<file path="src/rtl/tv_pkg.sv">
// Shared types and defaults for the test-vector capture engine.
package tv_pkg;

    typedef enum logic [1:0] {
        ST_IDLE   = 2'd0,
        ST_DRIVE  = 2'd1,
        ST_SAMPLE = 2'd2,
        ST_DONE   = 2'd3
    } state_t;

    localparam int N_IN_DEF   = 3;
    localparam int DEPTH_DEF  = 112;
    localparam int SETTLE_DEF = 1;

    // A stored vector is the input pattern followed by the sampled response bit.
    function automatic int vec_w(input int n_in);
        return n_in + 1;
    endfunction

endpackage

</file>
<file path="src/rtl/tv_mem.sv">
// Capture memory: one write port, registered read port. The array itself has
// no reset so captured vectors survive an aborted run.
module tv_mem #(
    parameter int W     = 4,
    parameter int DEPTH = 112,
    parameter int AW    = 7
) (
    input  logic          i_clk,
    input  logic          i_rst_n,
    input  logic          i_wr_en,
    input  logic [AW-1:0] i_wr_addr,
    input  logic [W-1:0]  i_wr_data,
    input  logic [AW-1:0] i_rd_addr,
    output logic [W-1:0]  o_rd_data
);

    logic [W-1:0] r_mem [DEPTH];
    logic [W-1:0] r_rd_data;

    // Store one vector per SAMPLE cycle.
    always_ff @(posedge i_clk) begin
        if (i_wr_en) begin
            r_mem[i_wr_addr] <= i_wr_data;
        end
    end

    // Read every cycle; a same-edge write is not forwarded, so old data returns.
    always_ff @(posedge i_clk or negedge i_rst_n) begin
        if (!i_rst_n) begin
            r_rd_data <= '0;
        end else begin
            r_rd_data <= r_mem[i_rd_addr];
        end
    end

    assign o_rd_data = r_rd_data;

endmodule

</file>
<file path="src/rtl/tv_recorder.sv">
// Exhaustive stimulus generator and response recorder for an N_IN-input
// combinational DUT. Each vector is held SETTLE cycles, then sampled.
module tv_recorder
    import tv_pkg::*;
#(
    parameter int N_IN   = N_IN_DEF,
    parameter int DEPTH  = DEPTH_DEF,
    parameter int AW     = 7,
    parameter int SETTLE = SETTLE_DEF
) (
    input  logic                   clk,
    input  logic                   reset,
    input  logic                   start,
    output logic [N_IN-1:0]        dut_in,
    input  logic                   dut_out,
    output logic                   busy,
    output logic                   done,
    output logic [AW:0]            count,
    input  logic [AW-1:0]          rd_addr,
    output logic [vec_w(N_IN)-1:0] rd_data
);

    localparam int W  = vec_w(N_IN);
    localparam int SW = (SETTLE > 1) ? $clog2(SETTLE) : 1;

    state_t          r_state;
    logic [N_IN-1:0] r_pattern;
    logic [AW-1:0]   r_wr_ptr;
    logic [AW:0]     r_count;
    logic [SW-1:0]   r_settle;

    logic            w_settled;
    logic            w_last;
    logic            w_wr_en;
    logic [W-1:0]    w_wr_data;

    assign w_settled = (r_settle == SW'(SETTLE - 1));
    assign w_last    = (r_wr_ptr == AW'(DEPTH - 1));
    assign w_wr_en   = (r_state == ST_SAMPLE);
    assign w_wr_data = {r_pattern, dut_out};

    // Run sequencing: start from IDLE/DONE, settle, sample, advance pattern.
    always_ff @(posedge clk or negedge reset) begin
        if (!reset) begin
            r_state   <= ST_IDLE;
            r_pattern <= '0;
            r_wr_ptr  <= '0;
            r_count   <= '0;
            r_settle  <= '0;
        end else begin
            case (r_state)
                ST_IDLE, ST_DONE: begin
                    if (start) begin
                        r_state   <= ST_DRIVE;
                        r_pattern <= '0;
                        r_wr_ptr  <= '0;
                        r_count   <= '0;
                        r_settle  <= '0;
                    end
                end
                ST_DRIVE: begin
                    r_settle <= r_settle + 1'b1;
                    if (w_settled) begin
                        r_state <= ST_SAMPLE;
                    end
                end
                ST_SAMPLE: begin
                    r_count <= {1'b0, r_wr_ptr} + 1'b1;
                    if (w_last) begin
                        // Pattern is left as-is so dut_in keeps the final vector.
                        r_state <= ST_DONE;
                    end else begin
                        r_wr_ptr  <= r_wr_ptr + 1'b1;
                        r_pattern <= r_pattern + 1'b1;
                        r_settle  <= '0;
                        r_state   <= ST_DRIVE;
                    end
                end
                default: r_state <= ST_IDLE;
            endcase
        end
    end

    tv_mem #(
        .W     (W),
        .DEPTH (DEPTH),
        .AW    (AW)
    ) u_mem (
        .i_clk     (clk),
        .i_rst_n   (reset),
        .i_wr_en   (w_wr_en),
        .i_wr_addr (r_wr_ptr),
        .i_wr_data (w_wr_data),
        .i_rd_addr (rd_addr),
        .o_rd_data (rd_data)
    );

    // Status follows the state register directly, so reset clears it at once.
    assign busy   = (r_state == ST_DRIVE) || (r_state == ST_SAMPLE);
    assign done   = (r_state == ST_DONE);
    assign count  = r_count;
    assign dut_in = r_pattern;

endmodule

</file>
<file path="config.mk">
export PLATFORM = sky130hd
export DESIGN_NAME = tv_recorder
export DESIGN_NICKNAME = d
export VERILOG_FILES = /design/src/rtl/tv_pkg.sv /design/src/rtl/tv_mem.sv /design/src/rtl/tv_recorder.sv
export SDC_FILE = /design/constraint.sdc
export NUM_CORES = 1
export LEC_CHECK = 0
export BUFFER_PORTS_ARGS = -buffer_cell sky130_fd_sc_hd__buf_2
export CAP_MARGIN = 0
export CORE_MARGIN = 2
export CORE_UTILIZATION = 40
export DETAILED_ROUTE_END_ITERATION = 10
export GPL_ROUTABILITY_DRIVEN = 0
export PLACE_DENSITY = 0.57
export SLEW_MARGIN = 10
export SYNTH_ARGS = -nofsm -noshare
export SYNTH_HDL_FRONTEND = slang
export SYNTH_SLANG_ARGS = --single-unit
</file>
<file path="constraint.sdc">
create_clock -name clk -period 4.09 [get_ports clk]
set_input_delay 0.818 -clock clk [delete_from_list [all_inputs] [get_ports clk]]
set_output_delay 0.818 -clock clk [all_outputs]
set_load 0.01 [all_outputs]
</file>
Word level (Yosys, flattened, before mapping) --
Memories as Yosys holds them, arrays and structs flattened. A register that Yosys moved wholly into a read port is not among the register bits. Index checks and enable logic that the tools add are counted.
Word-level totals: bits in writable memories 448, flip-flop bits (word level) 21, memories kept 1, input port bits 11, logic and storage cells 43
Memory list:
- u_mem.r_mem | depth 112, width 4, rd ports 1, clocked after memory_dff 1, write ports 1, line tv_mem.sv:17 | logic [W-1:0] r_mem [DEPTH];
Cells by class: reduce and logical (&&, ||, !) cells 9, equality and inequality tests 7, add/sub/neg operators 4, muxes and demuxes 17
Operator list (number):
- 8-bit case mux with 2 select lines | 1
- 7-bit 2-to-1 mux | 2
- 7-bit case mux with 2 select lines | 1
- 7-bit by 1-bit adder with 8-bit output (second input constant) | 1
- 8-bit 2-to-1 mux | 1
- 7-bit by 1-bit adder with 7-bit output (second input constant) | 1
- 7-bit equality test (second input constant) | 1
- 2-bit 2-to-1 mux | 3
- 3-bit 2-to-1 mux | 2
- 2-bit inequality test (second input constant) | 3
- 2-bit case mux with 3 select lines | 1
- 3-bit case mux with 2 select lines | 1
- 2-bit AND reduction | 3
- 2-bit equality test (second input constant) | 2
- 1-bit 2-to-1 mux | 4
- 3-bit by 1-bit adder with 3-bit output (second input constant) | 1
- 1-bit case mux with 3 select lines | 1
- 3-bit AND reduction | 1
- 2-bit by 1-bit equality test with 1-bit output (second input constant) | 1
- 2-bit zero test | 1
- 2-bit nonzero test | 1
- 2-bit OR reduction | 1
- 1-bit adder (second input constant) | 1
- 1-bit zero test | 1
- 1-bit logical OR | 1

Depth between registers and ports, before layout --
word-level depth 4, depth in mapped cells 10, gate-level depth less buffers 8

Hierarchy --
Synthesis repeated with hierarchy kept, for this count alone.
Unflattened totals: cells, all modules 1056, area total of the unflattened synthesis 19402.4 um^2
Modules (own cells, without submodules):
- tv_mem | area each 18222.5 um^2, sequential area each 13553.0 um^2, cells an instance 936, instances 1
- tv_recorder | area each 1179.9 um^2, sequential area each 525.5 um^2, cells an instance 120, instances 1

Least setup slack after synthesis --
OpenSTA, ideal clock, no wires.
path type in2reg, start input rd_addr[0], end register u_mem.r_rd_data[2] (netlist: u_mem.o_rd_data[2]), read port of u_mem.r_mem, arrival time 2.415 ns, setup slack 1.557 ns, library setup time 0.119 ns, stages on the path 9, required time 3.971 ns, cell sequence buf_6 > buf_4 > buf_4 > mux4_2 > o22ai_1 > o21ai_0 > nand4_1 > o21ai_1 > o21a_1
RTL lines:
- from (decl) | line tv_recorder.sv:19 | input logic [AW-1:0] rd_addr,
- to (decl) | line tv_mem.sv:18 | logic [W-1:0] r_rd_data;

Worst setup path after layout --
start register r_wr_ptr[0], end memory u_mem.r_mem[97][2], enable pin
RTL lines:
- from (decl) | line tv_recorder.sv:28 | logic [AW-1:0] r_wr_ptr;
- from (signal assigned) | line tv_recorder.sv:73 | r_wr_ptr <= r_wr_ptr + 1'b1;
- to (decl) | line tv_mem.sv:17
No word-level cell before the write port.

==> flow_metrics.env <==
export IMPL_critPathLaunchType="flop"
export IMPL_grt_max_degree=100
export IMPL_design_core_area_um2=47400
export IMPL_leakage_uw=0.00672
export IMPL_final_hold_violation_count=0
export IMPL_outcome="complete, no violations"
export IMPL_cp_slowest_stage_delay_ns=0.65
export IMPL_clock_path_buffers=3
export IMPL_rows=80
export IMPL_die_h_um=223
export IMPL_ir_worst_vdd_v=0.000333
export IMPL_rsz0062_at_grt="no"
export IMPL_cts_htree_levels=2
export IMPL_nFillCells=4134
export IMPL_power_density_nw_per_um2=495
export IMPL_nNetsFinal=1128
export IMPL_synth_edff_count=448
export IMPL_ant_nets=0
export IMPL_max_freq_mhz=359
export IMPL_synth_nets=1073
export IMPL_cts_resized=0
export IMPL_cts_hold_fix_buffers=0
export IMPL_path_buf_inv=1
export IMPL_tightest_slew_ns=1.08
export IMPL_cts_tree="done"
export IMPL_drv_cap=0
export IMPL_io_pins=28
export IMPL_layout_commonest_cell="edfxtp_1"
export IMPL_end_kind="flop"
export IMPL_ys_warn_count=0
export IMPL_stdcell_area_um2=21500
export IMPL_syn_avg_cell_area_um2=18.1
export IMPL_setup_viol=0
export IMPL_drtIter0Drc=880
export IMPL_crit_arrival_ns=3.01
export IMPL_synth_seq_area_share_pct=73.7
export IMPL_critical_path_class="reg -> reg"
export IMPL_synth_top_flop_cell="edfxtp_1"
export IMPL_clock_latency_ns=0.59
export IMPL_synth_area_leaders="edfxtp_1 (70%), mux4_2 (9.2%), dfrtp_1 (3.3%)"
export IMPL_synthCells=1057
export IMPL_yosys_area_top_type_share_pct=70.4
export IMPL_slew_headroom_pct=27.8
export IMPL_drc_errors=0
export IMPL_netlist_area_um2=19100
export IMPL_final_seq_area_um2=14100
export IMPL_final_util_pct=45.2
export IMPL_layout_common_cells="edfxtp_1 (448), nor2_1 (140), mux4_2 (78)"
export IMPL_drtPass1Iterations=5
export IMPL_crit_path_top_delay_cell="dfrtp_1"
export IMPL_setup_tns_ns=0
export IMPL_grtUsageTotal_pct=18.5
export IMPL_root_buffer="clkbuf_16"
export IMPL_drive_gt1_share_pct=19.9
export IMPL_path_delay_family="simple AND/OR/NAND/NOR gates"
export IMPL_dp_hpwl_mm=28.9
export IMPL_period_needed_ns=2.78
export IMPL_grt_pass1_vias=10100
export IMPL_die_width_um=223
export IMPL_cts_setup_buffers=0
export IMPL_placed_area_um2=20000
export IMPL_grt_pass1_wl_mm=67.2
export IMPL_dieArea_um2=49500
export IMPL_grt_overflow=0
export IMPL_cts_sinks=473
export IMPL_synth_distinct_cells=50
export IMPL_synth_async_reset_ratio_pct=5.29
export IMPL_multi_input_area_um2=4650
export IMPL_yosysTopAreaCell="edfxtp_1"
export IMPL_whs_ns=0.273
export IMPL_cts_made_buffers=49
export IMPL_fin_skew_ns=0.0192
export IMPL_syn2layout_area_growth_pct=12.3
export IMPL_period_share_pct=68.0
export IMPL_required_ns=4.32
export IMPL_finalWirelength_mm=45.0
export IMPL_antenna_found_initial=2
export IMPL_worst_path_max_fanout=16
export IMPL_vias=9951
export IMPL_critical_path_cell_chain="or3b_2 -> inv_1 -> nand2_1 -> nor2_1"
export IMPL_start_util_pct=40.3
export IMPL_drt_vias_per_instance=5.63
export IMPL_slew_viol_final=0
export IMPL_clk_pin_slew_ns=0.06
export IMPL_synth_seq_cells=473
export IMPL_portBuffers=27
export IMPL_wl_per_cell_um=25.5
export IMPL_min_path_type="in -> async"
logic make-up after synthesis:
family	Yosys count	share of synthesized area [%]
AO/OA/AOI/OAI	111	3.89
adder cells (fa/ha/maj)	5	0.328
multiplexers	154	14.4
flip-flops	473	73.7
AND/OR/NAND/NOR	247	5.61
buffers and inverters	64	1.93
XOR/XNOR	3	0.138
worst register-to-register path, stage by stage, from the launching register on:
cell	delay, ns
dfrtp_1	0.65
or3b_2	0.63
inv_1	0.09
nand2_1	0.47
nor2_1	0.60
layout make-up:
cell class	count	share of cell area [%]
flip-flops and latches	473	65.7
multi-input cells	520	21.7
clock buffers	60	5.91
well taps	615	3.59
repair buffers	60	2.09
clock inverters	30	0.915
inverters	8	0.140
diodes	1	0.0117
through the flow:
step / power, µW / worst slack, ns / std cells
after floorplan: 6220 / 1.56 / 1057
after global placement: 6590 / 0.944 / 1676
after detailed placement: 6600 / 0.937 / 1676
after CTS: 10700 / 1.37 / 1766
after global routing: 11000 / 1.27 / 1766
final: 10600 / 1.31 / 1767
metal layers:
| metal | wire (µm) | global-route usage, % |
|---|---|---|
| met1 | 19700 | 26.2 |
| met4 | 1110 | 6.06 |
| met5 | 54 | 0 |
| met2 | 20900 | 28.8 |
| met3 | 3230 | 3.82 |
sequential cells by signal, indices dropped and copies added (netlist names):
register         flops
u_mem.r_mem        448
count                8
r_wr_ptr             7
u_mem.o_rd_data      4
dut_in               3
r_state              2
r_settle             1
synthesized netlist by cell type, types with 2 or more instances:
library cell and count:
xor2_1 2, nand2_1 50, o21ai_1 3, nand4_1 4
a21oi_1 9, buf_12 2, o311ai_1 2, nand3_1 13
o21ai_0 30, buf_2 13, nand4b_1 3, nor2_1 140
or2_2 3, mux2_2 18, nor2b_1 7, and3_1 2
buf_6 3, o211ai_1 10, mux4_2 78, o21a_1 2
buf_4 15, a21o_1 3, edfxtp_1 448, nand3b_1 4
a211oi_1 3, ha_1 5, o221ai_1 2, and2_1 5
a311o_1 2, inv_1 8, nand2b_1 7, a32oi_1 3
dfrtp_1 25, a221oi_1 8, a22oi_1 8, mux4_1 13
mux2i_1 45, or3_1 4, clkbuf_1 23, or3b_2 2
a22o_1 7, o22ai_1 15
worst paths after layout:
| kind | slack, ns | depth (start not counted) | endpoint | start |
|---|---|---|---|---|
| hold reg to reg | 0.48 | 2 | count[0] | count[0] |
| setup / recovery | 1.31 | 4 | u_mem.r_mem[97][2] | r_wr_ptr[0] |
| min in group clk | 0.48 | 2 | count[0] | count[0] |
| hold / removal | 0.27 | 1 | r_wr_ptr[5] | reset |
| setup reg to reg | 1.31 | 4 | u_mem.r_mem[97][2] | r_wr_ptr[0] |
| max in group asynchronous | 3.30 | 1 | dut_in[0] | reset |
power by group:
group / total, µW / internal [µW] / switching, µW
registers: 5650 / 5510 / 136
clock network: 4140 / 2330 / 1820
logic: 835 / 267 / 568
Note: power is estimated with default switching activity, not from simulation.
